## config.mk

```make
export PLATFORM = sky130hd
export DESIGN_NAME = freq_digit_sequencer_flat
export DESIGN_NICKNAME = d
export VERILOG_FILES = /design/src/rtl/freq_digit_sequencer_if.sv /design/src/rtl/freq_digit_sequencer.sv /design/src/flat_wrapper.sv
export SDC_FILE = /design/constraint.sdc
export NUM_CORES = 1
export LEC_CHECK = 0
export ABC_AREA = 0
export BUFFER_PORTS_ARGS = -buffer_cell sky130_fd_sc_hd__buf_4
export CAP_MARGIN = 30
export CELL_PAD_IN_SITES_DETAIL_PLACEMENT = 1
export CELL_PAD_IN_SITES_GLOBAL_PLACEMENT = 2
export CORE_ASPECT_RATIO = 2
export CORE_MARGIN = 3
export CORE_UTILIZATION = 30
export CTS_BUF_LIST = sky130_fd_sc_hd__clkbuf_4
export DETAILED_ROUTE_END_ITERATION = 6
export MAX_ROUTING_LAYER = met4
export PLACE_DENSITY_LB_ADDON = 0.1
export SLEW_MARGIN = 20
export SYNTH_ARGS = -nofsm -noshare
export SYNTH_HDL_FRONTEND = slang
export SYNTH_SLANG_ARGS = --single-unit
```

## constraint.sdc

```tcl
create_clock -name clk -period 3.4 [get_ports clk]
set_clock_uncertainty 0.05 [all_clocks]
set_input_delay 0.51 -clock clk [delete_from_list [all_inputs] [get_ports clk]]
set_output_delay 0.51 -clock clk [all_outputs]
set_load 0.1 [all_outputs]
```

## src/rtl/freq_digit_sequencer_if.sv

```systemverilog
// Bus between the frequency-counter core and the digit sequencer.
//   bcd_in    : latched BCD measurement, MSD in the top nibble
//   load      : one-cycle strobe qualifying bcd_in
//   segments  : 7-segment pattern, bit0=a .. bit6=g, active-high
//   busy      : sequencer is cycling a frame
//   digit_idx : index of the digit currently lit, 0 when not lit
interface freq_digit_sequencer_if #(
    parameter int unsigned NDIGITS = 3
);
    localparam int unsigned VAL_W = 4 * NDIGITS;
    localparam int unsigned IDX_W = $clog2(NDIGITS) + 1;

    logic [VAL_W-1:0] bcd_in;
    logic             load;
    logic [6:0]       segments;
    logic             busy;
    logic [IDX_W-1:0] digit_idx;

    modport master (output bcd_in, load, input segments, busy, digit_idx);
    modport slave  (input bcd_in, load, output segments, busy, digit_idx);
endinterface

```

## src/rtl/freq_digit_sequencer.sv

```systemverilog
// Shows a latched multi-digit BCD value one digit at a time on a single
// 7-segment output, with a blank gap after each digit and a longer blank
// marking the end of the frame. Leading zeros are suppressed and nibbles
// A-F show a dash. A value loaded mid-frame is held pending and takes
// effect at the start of the next frame.
//   clk : system clock, rising edge
//   rst : asynchronous, active-high reset
//   bus : slave side of freq_digit_sequencer_if (bcd_in/load in,
//         segments/busy/digit_idx out, all outputs registered)
module freq_digit_sequencer #(
    parameter int unsigned NDIGITS      = 3,
    parameter int unsigned DIGIT_CYCLES = 4,
    parameter int unsigned GAP_CYCLES   = 2,
    parameter int unsigned END_CYCLES   = 6
) (
    input  logic                  clk,
    input  logic                  rst,
    freq_digit_sequencer_if.slave bus
);
    localparam int unsigned VAL_W   = 4 * NDIGITS;
    localparam int unsigned IDX_W   = $clog2(NDIGITS) + 1;
    localparam int unsigned MAX_A   = (DIGIT_CYCLES > GAP_CYCLES) ? DIGIT_CYCLES : GAP_CYCLES;
    localparam int unsigned MAX_CYC = (MAX_A > END_CYCLES) ? MAX_A : END_CYCLES;
    localparam int unsigned CNT_W   = $clog2(MAX_CYC + 1);

    typedef enum logic [1:0] {ST_IDLE, ST_SHOW, ST_GAP, ST_END} state_e;

    state_e           state_q, state_d;
    logic [CNT_W-1:0] cnt_q, cnt_d;
    logic [IDX_W-1:0] idx_q, idx_d;
    logic [VAL_W-1:0] active_q, active_d;
    logic [VAL_W-1:0] pend_q, pend_d;
    logic             pend_vld_q, pend_vld_d;
    logic [6:0]       segments_q, segments_d;
    logic             busy_q, busy_d;
    logic [IDX_W-1:0] digit_idx_q, digit_idx_d;
    logic [VAL_W-1:0] frame_val;

    // BCD to 7-segment, g..a; non-decimal nibbles show a dash
    function automatic logic [6:0] seg_encode(input logic [3:0] n);
        case (n)
            4'h0:    return 7'h3F;
            4'h1:    return 7'h06;
            4'h2:    return 7'h5B;
            4'h3:    return 7'h4F;
            4'h4:    return 7'h66;
            4'h5:    return 7'h6D;
            4'h6:    return 7'h7D;
            4'h7:    return 7'h07;
            4'h8:    return 7'h7F;
            4'h9:    return 7'h6F;
            default: return 7'h40;
        endcase
    endfunction

    // Highest non-zero nibble; digit 0 when the whole value is zero
    function automatic logic [IDX_W-1:0] first_digit(input logic [VAL_W-1:0] v);
        logic [IDX_W-1:0] r;
        r = '0;
        for (int i = 0; i < int'(NDIGITS); i++) begin
            if (v[4*i +: 4] != 4'h0) r = IDX_W'(i);
        end
        return r;
    endfunction

    function automatic logic [3:0] nibble(input logic [VAL_W-1:0] v, input logic [IDX_W-1:0] i);
        logic [VAL_W-1:0] sh;
        sh = v >> (4 * int'(i));
        return sh[3:0];
    endfunction

    // State and datapath registers
    always_ff @(posedge clk or posedge rst) begin
        if (rst) begin
            state_q     <= ST_IDLE;
            cnt_q       <= '0;
            idx_q       <= '0;
            active_q    <= '0;
            pend_q      <= '0;
            pend_vld_q  <= 1'b0;
            segments_q  <= '0;
            busy_q      <= 1'b0;
            digit_idx_q <= '0;
        end else begin
            state_q     <= state_d;
            cnt_q       <= cnt_d;
            idx_q       <= idx_d;
            active_q    <= active_d;
            pend_q      <= pend_d;
            pend_vld_q  <= pend_vld_d;
            segments_q  <= segments_d;
            busy_q      <= busy_d;
            digit_idx_q <= digit_idx_d;
        end
    end

    // Next-state, counter, value registers and registered output values
    always_comb begin
        state_d     = state_q;
        cnt_d       = cnt_q;
        idx_d       = idx_q;
        active_d    = active_q;
        pend_d      = pend_q;
        pend_vld_d  = pend_vld_q;
        frame_val   = active_q;

        // Loads while busy are parked; the last one before the frame ends wins
        if (bus.load && state_q != ST_IDLE) begin
            pend_d     = bus.bcd_in;
            pend_vld_d = 1'b1;
        end

        case (state_q)
            ST_IDLE: begin
                if (bus.load) begin
                    active_d = bus.bcd_in;
                    idx_d    = first_digit(bus.bcd_in);
                    cnt_d    = CNT_W'(DIGIT_CYCLES - 1);
                    state_d  = ST_SHOW;
                end
            end
            ST_SHOW: begin
                if (cnt_q == '0) begin
                    cnt_d   = CNT_W'(GAP_CYCLES - 1);
                    state_d = ST_GAP;
                end else begin
                    cnt_d = cnt_q - CNT_W'(1);
                end
            end
            ST_GAP: begin
                if (cnt_q == '0) begin
                    if (idx_q == '0) begin
                        cnt_d   = CNT_W'(END_CYCLES - 1);
                        state_d = ST_END;
                    end else begin
                        idx_d   = idx_q - IDX_W'(1);
                        cnt_d   = CNT_W'(DIGIT_CYCLES - 1);
                        state_d = ST_SHOW;
                    end
                end else begin
                    cnt_d = cnt_q - CNT_W'(1);
                end
            end
            ST_END: begin
                if (cnt_q == '0) begin
                    // A load on this very cycle beats an older pending value
                    if (bus.load)        frame_val = bus.bcd_in;
                    else if (pend_vld_q) frame_val = pend_q;
                    active_d   = frame_val;
                    pend_vld_d = 1'b0;
                    idx_d      = first_digit(frame_val);
                    cnt_d      = CNT_W'(DIGIT_CYCLES - 1);
                    state_d    = ST_SHOW;
                end else begin
                    cnt_d = cnt_q - CNT_W'(1);
                end
            end
            default: state_d = ST_IDLE;
        endcase

        segments_d  = (state_d == ST_SHOW) ? seg_encode(nibble(active_d, idx_d)) : 7'h00;
        digit_idx_d = (state_d == ST_SHOW) ? idx_d : '0;
        busy_d      = (state_d != ST_IDLE);
    end

    assign bus.segments  = segments_q;
    assign bus.busy      = busy_q;
    assign bus.digit_idx = digit_idx_q;
endmodule

```

## src/flat_wrapper.sv

```systemverilog
// flat-port wrapper written by rule: the top's interface ports become plain ports
module freq_digit_sequencer_flat 
#(
    parameter int unsigned NDIGITS      = 3,
    parameter int unsigned DIGIT_CYCLES = 4,
    parameter int unsigned GAP_CYCLES   = 2,
    parameter int unsigned END_CYCLES   = 6
)
  (clk, rst, bus_bcd_in, bus_load, bus_segments, bus_busy, bus_digit_idx);
  freq_digit_sequencer_if #(.NDIGITS(NDIGITS)) bus_i ();
  input  logic clk;
  input  logic rst;
  input wire logic [$bits(bus_i.bcd_in)-1:0] bus_bcd_in;
  input wire logic [$bits(bus_i.load)-1:0] bus_load;
  output wire logic [$bits(bus_i.segments)-1:0] bus_segments;
  output wire logic [$bits(bus_i.busy)-1:0] bus_busy;
  output wire logic [$bits(bus_i.digit_idx)-1:0] bus_digit_idx;
  assign bus_i.bcd_in = bus_bcd_in;
  assign bus_i.load = bus_load;
  assign bus_segments = bus_i.segments;
  assign bus_busy = bus_i.busy;
  assign bus_digit_idx = bus_i.digit_idx;
  freq_digit_sequencer #(.NDIGITS(NDIGITS), .DIGIT_CYCLES(DIGIT_CYCLES), .GAP_CYCLES(GAP_CYCLES), .END_CYCLES(END_CYCLES)) u_core (.clk(clk), .rst(rst), .bus(bus_i));
endmodule
```

### Yosys cells after proc, flatten, opt, wreduce, memory -nomap -nowiden

Memory sizes are Yosys's and may differ from the RTL's.
Cells that the tools add are included.

| operators by class | value |
|---|---|
| $add $sub $neg | 2 |
| equal/unequal tests | 5 |
| shifts and indexed selects | 1 |
| mux-type cells | 33 |
| reduce and logical (&&, ||, !) cells | 10 |

Operator list:

| kind | count |
|---|---|
| $mux W12 | 6 |
| $mux W3 | 10 |
| $pmux W12 S2 | 1 |
| $reduce_bool A4 Y1 | 4 |
| $mux W2 | 7 |
| $pmux W3 S4 | 1 |
| $shr A12 B5 Y4 | 1 |
| $pmux W3 S3 | 1 |
| $pmux W2 S4 | 1 |
| $mux W7 | 1 |
| $logic_not A3 Y1 | 2 |
| $sub A3 B1 Y3 const B | 2 |
| $mux W1 | 5 |
| $eq A2 B1 Y1 const B | 2 |
| $eq A2 B2 Y1 const B | 2 |
| $reduce_bool A2 Y1 | 2 |
| $logic_not A2 Y1 | 1 |
| $ne A2 B2 Y1 const B | 1 |
| $logic_and A1 B1 Y1 | 1 |

| storage, ports and cells | value |
|---|---|
| flip-flop bits (word level) | 44 |
| ROM bits | 112 |
| input bits | 15 |
| memories kept | 1 |

Memory list:

| name | depth | bits a word | read ports | clocked after Yosys merged registers in | write ports | RTL line | text |
|---|---|---|---|---|---|---|---|
| (no name shown) | 16 | 7 | 1 | 0 | 0 | freq_digit_sequencer.sv:41 | `case (n)` |

### Longest topological paths before layout

An unclocked memory read counts as a cell.

| depth | value |
|---|---|
| word-level depth | 12 |
| depth in mapped cells | 17 |

### Worst setup path before layout

OpenSTA, ideal clock, no wires.

| timing | value |
|---|---|
| path kind | register -> register |
| start point | register u_core.cnt_q[0] |
| end point | register u_core.segments_q[4], in the netlist u_core.bus.segments[4] |
| library setup time | 0.119 ns |
| arrival | 3.047 ns |
| setup slack | 0.184 ns |
| cell stages (with the launch flop) | 18 |
| path buffers | 2 |
| clock period less this slack | 3.216 ns |
| cell sequence | dfrtp_1 -> inv_1 -> ha_1 -> ha_1 -> buf_2 -> inv_1 -> nor2_1 -> a311oi_1 -> a21o_1 -> buf_2 -> nand3_1 -> a31o_2 -> ha_1 -> nor2_1 -> nand3_1 -> o22a_1 -> o211a_1 -> o21ba_2 |

| between the ends | value |
|---|---|
| cells in the longest elaborated chain, start to end | 6 |
| elaborated cells between the ends (all ways) | 14 |
| classes of those cells | 1 x eq/ne; 1 x shift; 10 x mux; 1 x reduce/logical; 1 x memory |

RTL lines:

| item | RTL line | text |
|---|---|---|
| start, declared | freq_digit_sequencer.sv:29 | `logic [CNT_W-1:0] cnt_q, cnt_d;` |
| start signal, assigned | freq_digit_sequencer.sv:86 | `cnt_q <= cnt_d;` |
| $logic_not A3 Y1 (*) | freq_digit_sequencer.sv:123, freq_digit_sequencer.sv:131, freq_digit_sequencer.sv:145 |  |
| $mux W3, or another cell as far along | freq_digit_sequencer.sv:145 | `if (cnt_q == '0) begin` |
| $pmux W3 S3 / $pmux W12 S2 (equally long branches) | freq_digit_sequencer.sv:113 | `case (state_q)` |
| $shr A12 B5 Y4 | freq_digit_sequencer.sv:68 | `sh = v >> (4 * int'(i));` |
| $mem_v2 Z16 W7 | -- |  |
| $mux W7 (*) | freq_digit_sequencer.sv:161 | `segments_d = (state_d == ST_SHOW) ? seg_encode(nibble(active_d, idx_d)) : 7'h00;` |
| via u_core.segments_d[4] | freq_digit_sequencer.sv:34 | `logic [6:0] segments_q, segments_d;` |
| end signal, assigned | freq_digit_sequencer.sv:91 | `segments_q <= segments_d;` |
| end, declared | freq_digit_sequencer.sv:34 |  |

The timed path passes the listed nets; every way through them passes the cells marked *.
A chain may end at the register's enable or synchronous reset.

### Worst setup path after layout

Ends and elaborated chain as after synthesis.

==> results.toml <==
[run_status]
status = "complete, no violations"

[placed_design]
placed_area_um2 = 3327
dp_hpwl_mm = 6.896
gp_congestion = 0.8553
io_buffers = 25
dp.cells = 432

[clock_tree]
cts_buffers = 5
h-tree-depth = 2
path_clk_slew_ns = 0.14
clockRootBuffer = "clkbuf_4"
clock_path_buffers = 2
cts_tree = "yes"
clk_latency_ns = 0.37
cts.sinks = 44

[synth]
synth-simple-area-share_pct = 13.24
synth_nets = 295
synth.cell_area_um2 = 2665
muxShareOfSynthArea_pct = 11.88
synth-edff-count = 0
synth_xor_area_share_pct = 0
syn_area_per_cell_um2 = 9.981
synth_top_family_by_area = "compound AO/OA/AOI/OAI gates"
ys_seq_area_share_pct = 41.31
synth_top_flop_cell = "dfrtp_1"
synth_cells = 267
ys_ff_latch = 44
synth_fa_ha_area_share_pct = 6.103
ys_types = 62
synth_warnings = 0
synth_compound_area_share_pct = 21.69
async_flop_share_pct = 100.0

[hold_path]
hold_path_class = "in -> reg"
min_from = "bus_bcd_in[0]"
min_to = "u_core.pend_q[0]"
hold_depth = 2

[route]
wirelength_mm = 8.451
vias_per_cell = 5.219
first_pass_iters = 4
vias = 2312
drc = 0
wl_per_cell_um = 19.08
ant_nets = 0
dr.first_iter.drc_count = 75

[timing]
finalCriticalPeriod_ns = 3.204
fmax_mhz = 312.1
final-hold-violation-count = 0
relSlewSlack_pct = 59.98
post-route-period-util_pct = 94.23
worst_pin_slew_ns = 0.5981
finalSetupViolations = 0
rsz0062_at_grt = "false"
slew_viol_final = 0

[power]
power.density_nw_per_um2 = 1124
p_leak_nw = 1.665
power.ir.vdd_worst_v = 0.0004558

[die]
start_util_pct = 30.82
die_area_um2 = 10120
io_pins = 26
die_y_um = 139.3
coreArea_um2 = 8648
dieWidth_um = 72.65
row_count = 48

[global_routing]
antenna_found_initial = 0
grt_max_degree = 34
grt_pass1_wl_mm = 13.58
track_usage_pct = 18.28
grt-ovfl-total = 0
grt_pass1_vias = 2581

[finish]
n_antenna_cell = 0
final_cells = 443
layout_common_cells = "79 x buf_4, 43 x dfrtp_1, 26 x nand2_1, 20 x inv_1, 14 x mux2_2"
design_area_um2 = 3500
area_delta_synth_final_pct = 31.31
drive_above_1_share_pct = 37.90
finish.utilization_pct = 40.47
nNetsFinal = 370
layout_commonest_cell = "buf_4"

[setup_path]
critPathMaxFanout = 8
r2r_start = "u_core.cnt_q[0]"
crit_arrival_ns = 3.43
r2r_cells = 15
critPathLaunchType = "register"
reg2reg_slack_ns = 0.20
required_ns = 3.63
endpoint_kind = "register"
crit_type = "reg -> reg"
worstReg2RegEnd = "u_core.bus.segments[4]"

[flow_run]
maxCapViolations = 0
## worst max-delay path by stage
| stage | start | end | slack, ns | depth (start not counted) |
|---|---|---|---|---|
| 2_1_floorplan | u_core.cnt_q[0] | u_core.bus.segments[4] | 0.18 | 17 |
| 3_3_place_gp | u_core.cnt_q[0] | u_core.bus.segments[4] | 0.004 | 16 |
| 3_5_place_dp | u_core.cnt_q[0] | u_core.bus.segments[4] | -0.08 | 16 |
| 4_1_cts | u_core.cnt_q[0] | u_core.bus.segments[4] | 0.02 | 16 |
| 5_1_grt | u_core.cnt_q[0] | u_core.bus.segments[4] | 0.01 | 16 |
| 6_report | u_core.cnt_q[0] | u_core.bus.segments[4] | 0.20 | 15 |
## state kept, by name (all words and copies together), names as in the netlist
signal,cells
u_core.state_q,2
u_core.pend_q,12
u_core.bus.busy,1
u_core.bus.digit_idx,3
u_core.pend_vld_q,1
u_core.active_q,12
u_core.idx_q,3
u_core.bus.segments,7
u_core.cnt_q,3
## layout make-up
type	instances	area, um2
Clock buffer	5	37.54
Clock inverter	3	42.54
Fill cell	1005	5149
Inverter	24	92.59
Multi-Input combinational cell	186	1476
Sequential cell	44	1102
Tap cell	100	125.1
Timing Repair Buffer	81	623.1
## cells in the mapped netlist, types with 3 or more instances
| cell type | number | area [um2] |
|---|---|---|
| a211oi_1 | 3 | 22.52 |
| a21o_1 | 4 | 30.03 |
| a21oi_1 | 14 | 70.07 |
| a22o_1 | 3 | 26.28 |
| a22oi_1 | 4 | 30.03 |
| buf_2 | 4 | 20.02 |
| clkbuf_1 | 8 | 30.03 |
| dfrtp_1 | 44 | 1101 |
| ha_1 | 13 | 162.7 |
| inv_1 | 22 | 82.58 |
| mux2_2 | 14 | 157.7 |
| mux2_4 | 3 | 45.04 |
| mux2i_1 | 8 | 80.08 |
| nand2_1 | 26 | 97.59 |
| nand2b_1 | 5 | 31.28 |
| nand3_1 | 9 | 45.04 |
| nor2_1 | 11 | 41.29 |
| nor2b_1 | 3 | 18.77 |
| nor3_1 | 4 | 20.02 |
| o21ai_0 | 8 | 40.04 |
| o31ai_1 | 7 | 52.55 |
## metal layers
metal | global-route usage (%) | wire length [um] | vias to the layer above
met2 | 35.32 | 5145 | 34
met4 | 5.837 | 212 | 0
met3 | 1.952 | 148 | 11
met5 | - | 0 | -
li1 | - | - | 1106
met1 | 18.11 | 2944 | 1161
## worst max-delay path: stages, from the launching register on
cell and delay (ns):
dfrtp_1 0.38, inv_1 0.06, ha_2 0.20, ha_4 0.19, and3b_1 0.21, a31oi_4 0.18
nor4_2 0.08, a211oi_4 0.44, nand3_1 0.13, a31o_2 0.27, ha_1 0.23, nor2_2 0.13
nand3_1 0.08, o22a_1 0.17, o211a_1 0.12, o21ba_2 0.20
## stage by stage
step                      hold slack [ns]  TNS [ns]  total power, W  setup WS, ns
after floorplan                    0.3834         0        0.002583        0.1842
after global placement             0.4356         0        0.003502      0.003928
after detailed placement           0.4346  -0.09262        0.003530      -0.07762
after CTS                          0.3004         0        0.003906       0.02490
after global routing               0.3075         0        0.004223       0.01489
final                              0.3186         0        0.003932        0.1962
## where the power goes
part | leakage, nW | total (W) | switching (W) | internal [W]
registers | 0.551 | 0.000880 | 0.000113 | 0.000767
clock network | 0.0412 | 0.000341 | 0.000188 | 0.000153
logic | 1.07 | 0.00271 | 0.00157 | 0.00114
total | 1.67 | 0.00393 | 0.00187 | 0.00206
## what timing repair did
item	in CTS	in global routing
hold buffers	1	0
setup endpoints to repair	2	5
resized for setup	1	15
pin swaps	0	1
hold endpoints to repair	3	0
buffers inserted	1	1
## cell families after synthesis
kind of cell	Yosys count
adder cells (fa/ha/maj)	13
buffers and inverters	37
AO/OA/AOI/OAI	74
multiplexers	27
AND/OR/NAND/NOR	72
flip-flops	44
(Power assumes the default switching activity.)
